--- config.mk ---
export PLATFORM = sky130hd
export DESIGN_NAME = mem_arbiter
export DESIGN_NICKNAME = d
export VERILOG_FILES = /design/src/rtl/mem_arb_pkg.sv /design/src/rtl/mem_arb_prio.sv /design/src/rtl/mem_arbiter.sv
export SDC_FILE = /design/constraint.sdc
export NUM_CORES = 1
export LEC_CHECK = 0
export CAP_MARGIN = 20
export CORE_AREA = 2 2 95 97
export CTS_CLUSTER_SIZE = 16
export DETAILED_ROUTE_END_ITERATION = 7
export DIE_AREA = 0 0 97 99
export GPL_ROUTABILITY_DRIVEN = 0
export PLACE_DENSITY = 0.73
export SLEW_MARGIN = 0
export SYNTH_ARGS = -nofsm -noshare
export SYNTH_HDL_FRONTEND = slang
export SYNTH_SLANG_ARGS = --single-unit
--- constraint.sdc ---
create_clock -name clk -period 4 [get_ports clk]
set_input_delay 1 -clock clk [delete_from_list [all_inputs] [get_ports clk]]
set_output_delay 1 -clock clk [all_outputs]
set_load 0.1 [all_outputs]
--- src/rtl/mem_arb_pkg.sv ---
// mem_arb_pkg
// Shared types and constants for the instruction/data RAM arbiter.
// - resp_e: what the RAM port is doing in the cycle after a grant, which
//   decides where the registered read data is routed.
// - WORD_BYTES / OFFSET_W: byte-to-word address conversion.
package mem_arb_pkg;

    localparam int WORD_BYTES = 4;
    localparam int OFFSET_W   = 2;

    typedef enum logic [2:0] {
        RESP_NONE  = 3'd0,
        RESP_IF_RD = 3'd1,
        RESP_D_RD  = 3'd2,
        RESP_D_WR  = 3'd3,
        RESP_D_ERR = 3'd4
    } resp_e;

endpackage

--- src/rtl/mem_arb_prio.sv ---
// mem_arb_prio
// Priority decision between fetch and data with bounded fetch starvation.
// Ports:
//   clk, rst        clock, asynchronous active-high reset
//   if_req, d_req   pending fetch / data requests
//   grant_if        fetch wins this cycle (combinational)
//   grant_d         data wins this cycle (combinational)
// Data normally wins; once fetch has lost STARVE_LIMIT consecutive contested
// cycles it is granted. Both grants are held low while rst is high.
module mem_arb_prio #(
    parameter int STARVE_LIMIT = 4
) (
    input  logic clk,
    input  logic rst,
    input  logic if_req,
    input  logic d_req,
    output logic grant_if,
    output logic grant_d
);

    localparam logic [3:0] LIMIT_C = 4'(STARVE_LIMIT);

    logic [3:0] starve_cnt_r;
    logic [3:0] starve_cnt_next_s;

    // Grant decision: data first unless fetch has waited long enough.
    always_comb begin
        grant_if = 1'b0;
        grant_d  = 1'b0;
        if (rst) begin
            grant_if = 1'b0;
            grant_d  = 1'b0;
        end else if (d_req && if_req) begin
            if (starve_cnt_r < LIMIT_C) begin
                grant_d = 1'b1;
            end else begin
                grant_if = 1'b1;
            end
        end else if (d_req) begin
            grant_d = 1'b1;
        end else if (if_req) begin
            grant_if = 1'b1;
        end else begin
            grant_if = 1'b0;
            grant_d  = 1'b0;
        end
    end

    // Counter next value: counts contested cycles that fetch lost. It can
    // only count up while below the limit, so it never exceeds it.
    always_comb begin
        starve_cnt_next_s = starve_cnt_r;
        if (grant_if || !if_req) begin
            starve_cnt_next_s = 4'd0;
        end else if (grant_d) begin
            starve_cnt_next_s = starve_cnt_r + 4'd1;
        end else begin
            starve_cnt_next_s = starve_cnt_r;
        end
    end

    // Starvation counter register.
    always_ff @(posedge clk or posedge rst) begin
        if (rst) begin
            starve_cnt_r <= 4'd0;
        end else begin
            starve_cnt_r <= starve_cnt_next_s;
        end
    end

endmodule

--- src/rtl/mem_arbiter.sv ---
// mem_arbiter
// Shares one single-port, synchronous-read word RAM between instruction
// fetch and load/store. One RAM access per cycle; responses come back one
// cycle after the grant and are steered by the registered response state.
// Ports:
//   clk, rst                         clock, asynchronous active-high reset
//   if_req/if_addr -> if_gnt         fetch request, same-cycle grant
//   if_rvalid/if_rdata               fetch response (data 0 when invalid)
//   d_req/d_we/d_addr/d_wdata        data request, d_gnt same-cycle grant
//   d_rvalid/d_rdata/d_err           data response (load data, store ack,
//                                    or misalignment error)
//   ram_addr/ram_we/ram_wdata        RAM command (all 0 when idle)
//   ram_rdata                        RAM read data, one cycle after address
module mem_arbiter
    import mem_arb_pkg::*;
#(
    parameter int ADDR_W       = 8,
    parameter int STARVE_LIMIT = 4
) (
    input  logic              clk,
    input  logic              rst,
    input  logic              if_req,
    input  logic [31:0]       if_addr,
    output logic              if_gnt,
    output logic              if_rvalid,
    output logic [31:0]       if_rdata,
    input  logic              d_req,
    input  logic              d_we,
    input  logic [31:0]       d_addr,
    input  logic [31:0]       d_wdata,
    output logic              d_gnt,
    output logic              d_rvalid,
    output logic [31:0]       d_rdata,
    output logic              d_err,
    output logic [ADDR_W-1:0] ram_addr,
    output logic              ram_we,
    output logic [31:0]       ram_wdata,
    input  logic [31:0]       ram_rdata
);

    logic        grant_if_s;
    logic        grant_d_s;
    logic        d_misaligned_s;
    resp_e       resp_next_s;
    resp_e       resp_r;

    // Byte-offset bits of fetch and address bits above the RAM depth are
    // deliberately dropped (fetch is word-aligned, addresses wrap).
    logic        addr_unused_s;
    assign addr_unused_s = ^{if_addr[31:ADDR_W+OFFSET_W], if_addr[OFFSET_W-1:0],
                             d_addr[31:ADDR_W+OFFSET_W]};

    assign d_misaligned_s = (d_addr[OFFSET_W-1:0] != 2'b00);

    mem_arb_prio #(
        .STARVE_LIMIT(STARVE_LIMIT)
    ) u_prio (
        .clk      (clk),
        .rst      (rst),
        .if_req   (if_req),
        .d_req    (d_req),
        .grant_if (grant_if_s),
        .grant_d  (grant_d_s)
    );

    assign if_gnt = grant_if_s;
    assign d_gnt  = grant_d_s;

    // RAM command: word index of the winner; a misaligned store is granted
    // but suppressed at the write enable.
    always_comb begin
        ram_addr  = '0;
        ram_we    = 1'b0;
        ram_wdata = 32'd0;
        if (grant_d_s) begin
            ram_addr  = d_addr[ADDR_W+OFFSET_W-1:OFFSET_W];
            ram_we    = d_we && !d_misaligned_s;
            ram_wdata = d_wdata;
        end else if (grant_if_s) begin
            ram_addr  = if_addr[ADDR_W+OFFSET_W-1:OFFSET_W];
            ram_we    = 1'b0;
            ram_wdata = 32'd0;
        end else begin
            ram_addr  = '0;
            ram_we    = 1'b0;
            ram_wdata = 32'd0;
        end
    end

    // Response type for the cycle after this grant.
    always_comb begin
        resp_next_s = RESP_NONE;
        if (grant_d_s) begin
            if (d_misaligned_s) begin
                resp_next_s = RESP_D_ERR;
            end else if (d_we) begin
                resp_next_s = RESP_D_WR;
            end else begin
                resp_next_s = RESP_D_RD;
            end
        end else if (grant_if_s) begin
            resp_next_s = RESP_IF_RD;
        end else begin
            resp_next_s = RESP_NONE;
        end
    end

    // Response-state register; async reset drops any pending response.
    always_ff @(posedge clk or posedge rst) begin
        if (rst) begin
            resp_r <= RESP_NONE;
        end else begin
            resp_r <= resp_next_s;
        end
    end

    // Route the RAM read data to the owner of the outstanding response.
    always_comb begin
        if_rvalid = 1'b0;
        if_rdata  = 32'd0;
        d_rvalid  = 1'b0;
        d_rdata   = 32'd0;
        d_err     = 1'b0;
        case (resp_r)
            RESP_IF_RD: begin
                if_rvalid = 1'b1;
                if_rdata  = ram_rdata;
            end
            RESP_D_RD: begin
                d_rvalid = 1'b1;
                d_rdata  = ram_rdata;
            end
            RESP_D_WR: begin
                d_rvalid = 1'b1;
            end
            RESP_D_ERR: begin
                d_rvalid = 1'b1;
                d_err    = 1'b1;
            end
            default: begin
                if_rvalid = 1'b0;
                d_rvalid  = 1'b0;
            end
        endcase
    end

endmodule

======== Yosys cells after proc, flatten, opt, wreduce, memory -nomap -nowiden ========
Index checks and enable logic that the tools add are counted.
word-level totals
  bits of input ports ..................... 133
  flip-flop bits (word level) ............. 7
  logic and storage cells ................. 40
  output and inout port bits .............. 110
operators by class
  add/subtract/negate cells ............... 1
  order comparisons ....................... 1
  eq/ne operators ......................... 4
  muxes and demuxes ....................... 24
  reductions and logical operators ........ 8
operators by type and width
  cell                   count
  $mux W32               3
  $mux W8                2
  $mux W1                15
  $mux W4                2
  $eq A3 B2 Y1 const B   2
  $mux W3                2
  $add A4 B1 Y4 const B  1
  $lt A4 B3 Y1 const B   1
  $reduce_bool A2 Y1     2
  $eq A3 B1 Y1 const B   1
  $eq A3 B3 Y1 const B   1
  $reduce_or A3 Y1       1
  $logic_and A1 B1 Y1    2
  $logic_not A1 Y1       2
  $logic_or A1 B1 Y1     1

======== Logic depth before layout (Yosys ltp) ========
  depth after elaboration ................. 6
  mapped depth ............................ 4
  gate-level depth less buffers ........... 3

======== Cells and area by module ========
From an unflattened synthesis, not the netlist that was laid out.
unflattened totals
  cells, all modules ...................... 190
  area, all modules ....................... 1186.1 sq um
by module, submodules not included
  module        area an instance (sq um)  instances  cells an instance  sequential area each (sq um)
  mem_arbiter   959.7                     1          168                75.1
  mem_arb_prio  226.5                     1          22                 100.1

======== Least setup slack after synthesis ========
No wires, ideal clock.
  path kind ............................... input to output
  start ................................... input port rst
  end ..................................... output port ram_addr[0]
  arrival ................................. 2.682 ns
  stages .................................. 3
  required time ........................... 3.000 ns
  buffers on the path ..................... 0
  setup slack ............................. 0.318 ns
  cell sequence ........................... nand2b_1 a21oi_4 a22o_1
between the ends
  cells in the longest elaborated chain, start to end .. 3
  elaborated cells on any way between the ends .. 4
  classes of those cells .................. mux (4)
RTL lines
  what              line                source
  start, declared   mem_arbiter.sv:21   input logic rst,
  $mux W1           mem_arb_prio.sv:30  if (rst) begin
  named net if_gnt  mem_arbiter.sv:24   output logic if_gnt,
  $mux W8           mem_arbiter.sv:79   end else if (grant_if_s) begin
  $mux W8           mem_arbiter.sv:75   if (grant_d_s) begin
  end, declared     mem_arbiter.sv:35   output logic [ADDR_W-1:0] ram_addr,
The timed path passes the listed nets, and every way through them passes these cells.

======== Final worst setup path ========
  start ................................... input port d_req
  end ..................................... output port ram_wdata[30]
between the ends
  cells in the longest elaborated chain, start to end .. 4
  elaborated cells on any way between the ends .. 5
  classes of those cells .................. mux (4); reduce/logical (1)
RTL lines
  what                                            line                                    source
  start, declared                                 mem_arbiter.sv:27                       input logic d_req,
  $mux W1 or $logic_and A1 B1 Y1 (tied branches)  mem_arb_prio.sv:39, mem_arb_prio.sv:33
  $mux W1 *                                       mem_arb_prio.sv:33                      end else if (d_req && if_req) begin
  $mux W1 *                                       mem_arb_prio.sv:30
  $mux W32 *                                      mem_arbiter.sv:75
  end, declared                                   mem_arbiter.sv:37                       output logic [31:0] ram_wdata,
Mark *: on every way between the ends. The rest lies on a longest branch, timed or not.

==> summary.txt <==
switching share of power: 52.2%
CTS resizes: 0
grt met2 use: 23.6%
worst-margin pin slew: 0.394 ns
via count: 1797
Worst-path clk slew: 0.04 ns
synthesized area per cell: 7.28 µm²
DIE HEIGHT: 99 µm
leading area contributor after synthesis: and2_1
DRT Pass-1 Iters: 3
syn nets: 287
largest net degree at the start of global routing: 34
Final Max Tran Viols: 0
RSZ-0062 raised after global routing: no
core area: 0.00855 mm²
hold wc startpoint: u_prio.starve_cnt_r[1]
Sinks on Clock Net: 7
Post-Route Skew: 0.00252 ns
Multi-input gate area: 866 µm²
Crit Path Class: input pin to primary output
Synth top area share: 36.5%
initial DRC count: 37
area grow syn2layout: 213%
final core utilization: 40.7%
Tcrit/Tclk final: 90.4%
Reg area: 175 µm²
Power Density: 198 mW/mm²
Period minus WS final: 3.62 ns
Synth Area in Simple Gates: 65.3%
Post-DRT Antenna Nets: 0
Slew HR: 73.6%
Syn Inst Count: 153
placed cell count: 448
sequential-to-total area share from yosys stat: 15.7%
Final Setup Violations: 0
Power Total: 690 µW
Routed WL: 6160 µm
Finished Cell Area: 0.00348 mm²
Leak Pwr: 1.70 nW
Reg2Reg Launch Point: u_prio.starve_cnt_r[3]
CP Buf/Inv Count: 3
gr ovfl total: 0
CTS buffer count: 3
status: finished, final reports clean
Psw: 360 µW
clk_lat worst skew: 0.23 ns
antenna violations before repair: 0
max-cap violations: 0
cell family with most CP delay: buffers and inverters
XOR/XNOR share of the synthesized area: 0%
M1 GR Usage: 11.4%
# rows: 34
nets: 479
n_diodes: 0
Non-Filler Instances: 452
synth top area cells: and2_1, and3_1, dfrtp_1
YS warnings: 0
CP startpoint kind: input pin
DR vias/cell: 3.98
Fill cells: 793
Worst VDD drop: 0.0680 mV
CTS root buffer: clkbuf_8
post-CTS setup buffers: 0
H-Tree Depth: 1
Detail Placement HPWL: 5600 µm
placed instance area: 0.00344 mm²
Reg power frac: 10.9%
vias in the first global route: 1785
Mapped Area: 0.00111 mm²
f_max: 276 MHz
Largest stage delay, worst path: 0.57 ns
CTS tree: yes
Crit-path slowest cell: clkdlybuf4s50_1
critical path capture point type: primary output
Unique masters post-synth: 26
Clock Power Share: 14.7%
share of cells above drive strength 1: 35.5%
multiplexer share of the synthesized area: 0%
CTS hold repair buffers: 0
post-synthesis compound-gate area fraction: 11.3%
Fin. Hold Viols: 0
gr busiest metal: met2
setup tns final: 0 ns
largest family of logic cells by synthesized area: simple AND/OR/NAND/NOR gates
GRT Total Usage: 12.0%
global-route wire length before repair: 9100 µm
Critical Path RT: 3.00 ns
CTS Buffer Depth: 2
Port-buffer cells: 196
power share of the combinational group: 74.4%
CP Launch Point: d_req
Hold Crit Class: flop to flop
Cell Int Power: 330 µW
Die ar.: 0.00960 mm²
crit path cell chain: clkdlybuf4s50_1, nor2b_4, buf_4, and3_1, buf_12
Seq cells post-synth: 7
Synth Area in Adders: 1.12%
die width: 97 µm
crit path DAT: 2.62 ns
DRC violations left: 0
worst-path maximum fanout: 32
Starting Density: 13.0%
# IOs: 243
Wirelength per Cell: 13.6 µm
met3 GRT Util: 4.26%
-- final cells by class --
cell class / instances / area share (%)
well taps: 108 / 3.88
inverters: 2 / 0.216
flip-flops and latches: 7 / 5.03
clock buffers: 4 / 1.29
repair buffers: 200 / 64.7
multi-input cells: 131 / 24.9
-- path summary, 6_finish.rpt --
check / depth (start not counted) / to / slack (ns)
min: 2 / u_prio.starve_cnt_r[1] / 0.53
max in group asynchronous: 2 / resp_r[1] / 2.53
min reg2reg: 2 / u_prio.starve_cnt_r[1] / 0.53
min in group asynchronous: 2 / u_prio.starve_cnt_r[1] / 1.25
max reg2reg: 3 / resp_r[0] / 2.75
max: 5 / ram_wdata[30] / 0.38
-- sequential cells by signal, indices dropped and copies added (netlist names) --
name	cells
u_prio.starve_cnt_r	4
resp_r	3
-- stage by stage --
| stage | hold WS, ns | worst slack (ns) |
|---|---|---|
| after CTS | 0.531 | 0.365 |
| after detailed placement | 0.525 | 0.368 |
| after floorplan | 0.505 | 0.318 |
| final | 0.531 | 0.383 |
| after global placement | 0.514 | 0.399 |
| after global routing | 0.581 | 0.302 |
-- worst reg2reg max path, cell delays in order (launching register included) --
cell     delay, ns
dfrtp_1       0.41
nor2_1        0.35
a21oi_4       0.19
a21o_1        0.19
-- cell families (layout without fill, tap and decap cells) --
kind of cell / count (synthesis) / count (layout)
simple gates: 116 / 116
buf+inv: 15 / 206
compound gates: 14 / 14
flops: 7 / 7
fa+ha+maj: 1 / 1
-- cell usage in the layout (no fill, tap or decap), types with 2 or more instances in the layout --
cell             netlist  routed
a22o_1                 8       8
and2_1                65      65
and3_1                34      34
buf_12                 0      43
buf_4                  0      71
clkbuf_8               0       3
clkdlybuf4s50_1        0      86
dfrtp_1                7       7
inv_1                  2       2
nand2_1                3       3
nand2b_1               2       2
nor2_1                 4       4
nor2b_1                2       2
-- cell usage after synthesis (all sizes together) --
master,instances
and2,66
and3,34
a22o,8
clkbuf,8
dfrtp,7
buf,5
nor2,4
nand2,3
nor2b,3
inv,2
nand2b,2
nor3b,2
a21boi,1
a21o,1
a21oi,1
a22oi,1
a32oi,1
and2b,1
ha,1
nand4,1
o21ai,1
-- layer usage --
metal	vias up	wire [µm]
li1	892	-
met2	144	3310
met3	5	755
met5	-	0
met4	0	81
met1	756	2010
-- power groups by stage --
stage / sequential, mW / clock [mW] / combinational, mW
floorplan: 0.0754 / 0 / 0.306
global placement: 0.0758 / 0 / 0.514
detailed placement: 0.0760 / 0 / 0.516
CTS: 0.0751 / 0.104 / 0.517
global route: 0.0753 / 0.108 / 0.530
finish: 0.0750 / 0.101 / 0.513
(Power assumes the default switching activity.)
